### config.mk
export PLATFORM = sky130hd
export DESIGN_NAME = adder_accum
export DESIGN_NICKNAME = d
export VERILOG_FILES = /design/src/rtl/adder_accum.sv
export SDC_FILE = /design/constraint.sdc
export NUM_CORES = 1
export LEC_CHECK = 0
export CAP_MARGIN = 20
export CORE_MARGIN = 2
export CORE_UTILIZATION = 47
export CTS_BUF_LIST = sky130_fd_sc_hd__clkbuf_16
export DETAILED_ROUTE_END_ITERATION = 10
export GPL_ROUTABILITY_DRIVEN = 0
export PLACE_DENSITY = 0.77
export REMOVE_ABC_BUFFERS = 1
export SLEW_MARGIN = 5
export SYNTH_ARGS = -nofsm -noshare
export SYNTH_HDL_FRONTEND = slang
export SYNTH_SLANG_ARGS = --single-unit
### constraint.sdc
create_clock -name clk -period 2.53 [get_ports clk]
set_input_delay 0.6325 -clock clk [delete_from_list [all_inputs] [get_ports clk]]
set_output_delay 0.6325 -clock clk [all_outputs]
set_load 0.1 [all_outputs]
### src/rtl/adder_accum.sv
// adder_accum: frame accumulator placed directly after the 32-bit adder.
// It takes one {carry, sum} result per input handshake and adds together a
// programmable number of results. The frame total is then presented on a
// valid/ready output port.
//
// Ports
//   clk, rst          clock; asynchronous active-high reset
//   in_valid/in_ready input handshake for one adder result
//   in_sum, in_carry  adder result; the beat value is {in_carry, in_sum}
//   frame_len         beats per frame, sampled on the first beat (0 means 1)
//   out_valid/out_ready output handshake for the frame total
//   out_acc           frame total (ACC_W bits)
//   out_count         number of beats in the frame
//   out_ovf           the total carried out of ACC_W bits during the frame
//
// Build option
//   ADDER_ACCUM_SAT_EN  when defined, an overflowing frame clamps the
//                       accumulator to all-ones. Otherwise it wraps modulo
//                       2^ACC_W. out_ovf is set in both cases.
//
// state  | meaning
// -------+-------------------------------------------------------------
// IDLE   | waiting for the first beat of a frame; in_ready = 1
// ACCUM  | adding further beats until the latched length is reached
// HOLD   | total presented on the output port; in_ready = 0

module adder_accum #(
   parameter int ACC_W = 48,
   parameter int CNT_W = 8
) (
   input  logic             clk,
   input  logic             rst,
   input  logic             in_valid,
   output logic             in_ready,
   input  logic [31:0]      in_sum,
   input  logic             in_carry,
   input  logic [CNT_W-1:0] frame_len,
   output logic             out_valid,
   input  logic             out_ready,
   output logic [ACC_W-1:0] out_acc,
   output logic [CNT_W-1:0] out_count,
   output logic             out_ovf
);

   localparam logic [1:0] S_IDLE  = 2'd0;
   localparam logic [1:0] S_ACCUM = 2'd1;
   localparam logic [1:0] S_HOLD  = 2'd2;

   logic [1:0]       state_q, state_d;
   logic [ACC_W-1:0] acc_q, acc_d;
   logic [CNT_W-1:0] cnt_q, cnt_d;
   logic [CNT_W-1:0] len_q, len_d;
   logic             ovf_q, ovf_d;

   logic [32:0]      beat_raw;
   logic [ACC_W-1:0] beat_v;
   logic [ACC_W:0]   sum_w;
   logic [CNT_W-1:0] cnt_inc;
   logic [CNT_W-1:0] first_len;
   logic             accept;

   assign beat_raw  = {in_carry, in_sum};
   assign beat_v    = ACC_W'(beat_raw);
   // One extra bit so the carry out of the accumulator is visible.
   assign sum_w     = {1'b0, acc_q} + {1'b0, beat_v};
   assign cnt_inc   = cnt_q + CNT_W'(1);
   assign first_len = (frame_len == '0) ? CNT_W'(1) : frame_len;

   // Handshake flags decode from the state register only.
   assign in_ready  = (state_q != S_HOLD);
   assign out_valid = (state_q == S_HOLD);
   assign accept    = in_valid && in_ready;

   assign out_acc   = acc_q;
   assign out_count = cnt_q;
   assign out_ovf   = ovf_q;

   always_comb begin
      state_d = state_q;
      acc_d   = acc_q;
      cnt_d   = cnt_q;
      len_d   = len_q;
      ovf_d   = ovf_q;
      case (state_q)
         S_IDLE: begin
            if (accept) begin
               acc_d   = beat_v;
               cnt_d   = CNT_W'(1);
               len_d   = first_len;
               ovf_d   = 1'b0;
               state_d = (first_len == CNT_W'(1)) ? S_HOLD : S_ACCUM;
            end
         end
         S_ACCUM: begin
            if (accept) begin
               acc_d = sum_w[ACC_W-1:0];
               cnt_d = cnt_inc;
               if (sum_w[ACC_W]) begin
                  ovf_d = 1'b1;
`ifdef ADDER_ACCUM_SAT_EN
                  // Once clamped, any nonzero beat carries again, so acc stays all-ones.
                  acc_d = '1;
`endif
               end
               if (cnt_inc == len_q) state_d = S_HOLD;
            end
         end
         S_HOLD: begin
            if (out_ready) state_d = S_IDLE;
         end
         default: state_d = S_IDLE;
      endcase
   end

   always_ff @(posedge clk or posedge rst) begin
      if (rst) begin
         state_q <= S_IDLE;
         acc_q   <= '0;
         cnt_q   <= '0;
         len_q   <= '0;
         ovf_q   <= 1'b0;
      end else begin
         state_q <= state_d;
         acc_q   <= acc_d;
         cnt_q   <= cnt_d;
         len_q   <= len_d;
         ovf_q   <= ovf_d;
      end
   end

endmodule

==> summary.txt <==
clk root buf - clkbuf_16
antenna diode count - 0
pre-CTS setup slack - -1.127 ns
Max-Cap Viols - 0
vias per std cell - 6.008
Post-Synthesis Cell Area - 5067 sq um
final setup fails - 20
drt first pass iters - 6
Die X - 107.8 um
residual DRC count - 0
mean post-synth cell area - 8.633 sq um
Fmax - 369.3 MHz
flops & latches, synth - 67
layout cell share with drive strength beyond 1 - 0.4000
cells along the critical path - buf_2, ha_4, inv_2, fa_2, nand2b_4, a21oi_4, o211a_1, o211ai_1, a21oi_2, buf_4, o21ai_4, a211oi_2, xnor2_1, nor2_1
Hold Path End - state_q[0]
Worst Hold Path Cells - 1
Inserted Clock Buffers - 9
Die ar. - 11630 sq um
Crit-path slowest cell - fa_2
CP Class - in2reg
Async SR Flop Fraction - 1.000
number of global-route vias before repair - 5834
failing checks - negative setup slack
htree depth - 3
Final Max Tran Viols - 0
clk sinks - 67
Slew @ Worst Pin - 0.5531 ns
minimum clock period - 2.708 ns
Main synth FF type - dfrtp_1
Clock transition at path regs - 0.06 ns
fillers - 661
critical path capture point type - register
r2r endpoint - out_acc[44]
RR Startpoint - out_acc[0]
critical path buffer and inverter count - 3
worst hold path startpoint - state_q[1]
min-delay worst type - reg2reg
Syn-to-layout area delta - 56.79%
Final Skew - 0.008856 ns
design area - 7945 sq um
worst r2r path cells - 13
pin count of the biggest net entering global routing - 45
TNS Setup - -1.670 ns
WL per Instance - 19.09 um
most frequent cell after synthesis - dfrtp_1
CP required - 2.75 ns
status - finished, violations left
hpwl dp - 11.26 mm
Post-synth EDFFs - 0
Detail Route Antenna Nets - 0
hold buffers post-CTS - 0
placed cell area - 6869 sq um
core box area - 10420 sq um
top cells by area, synth - dfrtp_1, ha_1, xnor2_1
relative slew slack - 0.6312
die height - 107.8 um
Starting Density - 0.4865
part of the cycle the worst path needs - 1.070
CTS tree - built
Detailed Route WL - 18.25 mm
grt total ovfl - 0
gr usage total - 0.3050
WP data arrival - 2.93 ns
row cnt - 37
Worst path max stage delay - 0.34 ns
Skew-Pair Late Insertion Delay - 0.34 ns
family with the most delay on the worst path - compound AO/OA/AOI/OAI gates
initial antenna violation count - 0
Final Hold Fails - 0
Seq/Total Area, Yosys - 0.3309
1st-iter DRT viols - 319
critical path peak fanout - 3
Unique masters post-synth - 62
top cell type's share of synthesized area - 0.3309
fin nets - 895
Worst Setup Slack, final - -0.1781 ns
Port Buffer Count - 103
Commonest cells post-synth - dfrtp_1, nand2_1, a21oi_1, nor2_1, o21ai_0
IO Pins - 104
Synth Warn # - 0
FF-to-FF setup slack - -0.17 ns
Max clock buf depth - 2
routed via count - 5744
RSZ-0062 raised after global routing - true
CP Launch Type - input port
cell accounting for the most synthesized area - dfrtp_1
first-pass GRT wire length - 27.99 mm
Cells after Synth - 587
-- cell families (layout without fill, tap and decap cells) --
logic type / Yosys count / in the layout / share of synthesized area
AO/OA/AOI/OAI: 171 / 172 / 0.2106
XOR/XNOR: 47 / 47 / 0.08123
adder cells (fa/ha/maj): 35 / 35 / 0.08790
buffers and inverters: 41 / 273 / 0.03728
flip-flops: 67 / 67 / 0.3309
multiplexers: 30 / 30 / 0.06124
AND/OR/NAND/NOR: 196 / 196 / 0.1909
-- metal layers --
layer | vias to the layer above | GRT usage | share of wire
met5 | - | 0 | 0
met1 | 2815 | 0.3564 | 0.38
li1 | 2582 | - | -
met4 | 0 | 0.1410 | 0.040
met2 | 276 | 0.5341 | 0.52
met3 | 71 | 0.06174 | 0.059
-- final cells by class --
class,instances,area (sq um),area share
Multi-Input combinational cell,480,3832,0.4824
Timing Repair Buffer,243,1939,0.2441
Tap cell,136,170.2,0.02142
Clock buffer,9,225.2,0.02835
Clock inverter,7,46.29,0.005827
Inverter,14,52.55,0.006614
Sequential cell,67,1679,0.2113
-- worst reg2reg max path, delay by kind of cell, from the launching register on --
family,cells,cell delay [ns]
compound gates,6,1.05
xor+xnor,1,0.18
fa+ha+maj,2,0.49
buf+inv,2,0.21
flops,1,0.39
simple gates,2,0.26
-- how the worst max path moves through the flow --
stage	start	end	slack, ns	cells past startpoint
6_report	in_sum[0]	out_acc[44]	-0.18	14
5_1_grt	out_acc[1]	out_acc[44]	-0.27	12
2_1_floorplan	state_q[0]	out_valid	-1.14	2
3_5_place_dp	in_sum[0]	out_acc[38]	-1.13	13
3_3_place_gp	in_sum[0]	out_acc[38]	-1.04	13
4_1_cts	in_sum[1]	out_acc[37]	-0.05	12
-- flip-flops by register name, indices dropped and copies added, names as in the netlist --
register,flops
out_ovf,1
out_acc,48
len_q,8
state_q,2
out_count,8
-- timing repair --
action                                  CTS  global route
endpoints found under the setup margin   41            31
buffers inserted                         18             9
cloned                                    1             0
gates resized for setup                 147            37
pin swaps                                64            33
-- stage by stage --
step / hold slack, ns / util / std cells
after global placement: 0.4918 / 0.6595 / 913
after global routing: 0.5330 / 0.7628 / 956
after floorplan: 0.4597 / - / 560
final: 0.5169 / 0.7628 / 956
after CTS: 0.5127 / 0.7445 / 948
after detailed placement: 0.5022 / 0.6595 / 913
-- cell usage in the layout, fill, tap and decap left out, types with 11 or more instances in the layout --
| master | netlist | final |
|---|---|---|
| clkdlybuf4s50_1 | 0 | 18 |
| nand2_1 | 66 | 64 |
| xnor2_1 | 31 | 30 |
| nor2_1 | 40 | 37 |
| o21ai_1 | 16 | 22 |
| xor2_1 | 16 | 15 |
| a21oi_2 | 0 | 11 |
| mux2i_1 | 22 | 22 |
| ha_4 | 0 | 26 |
| inv_1 | 14 | 12 |
| dfrtp_1 | 67 | 65 |
| a21oi_1 | 52 | 38 |
| o21ai_0 | 38 | 26 |
| buf_4 | 3 | 191 |
| nand3_1 | 20 | 19 |
| a21o_1 | 13 | 13 |
Power is left out: the tool's default activity adds up to more than one toggle a clock period on the data nets, which glitch-free logic cannot reach.
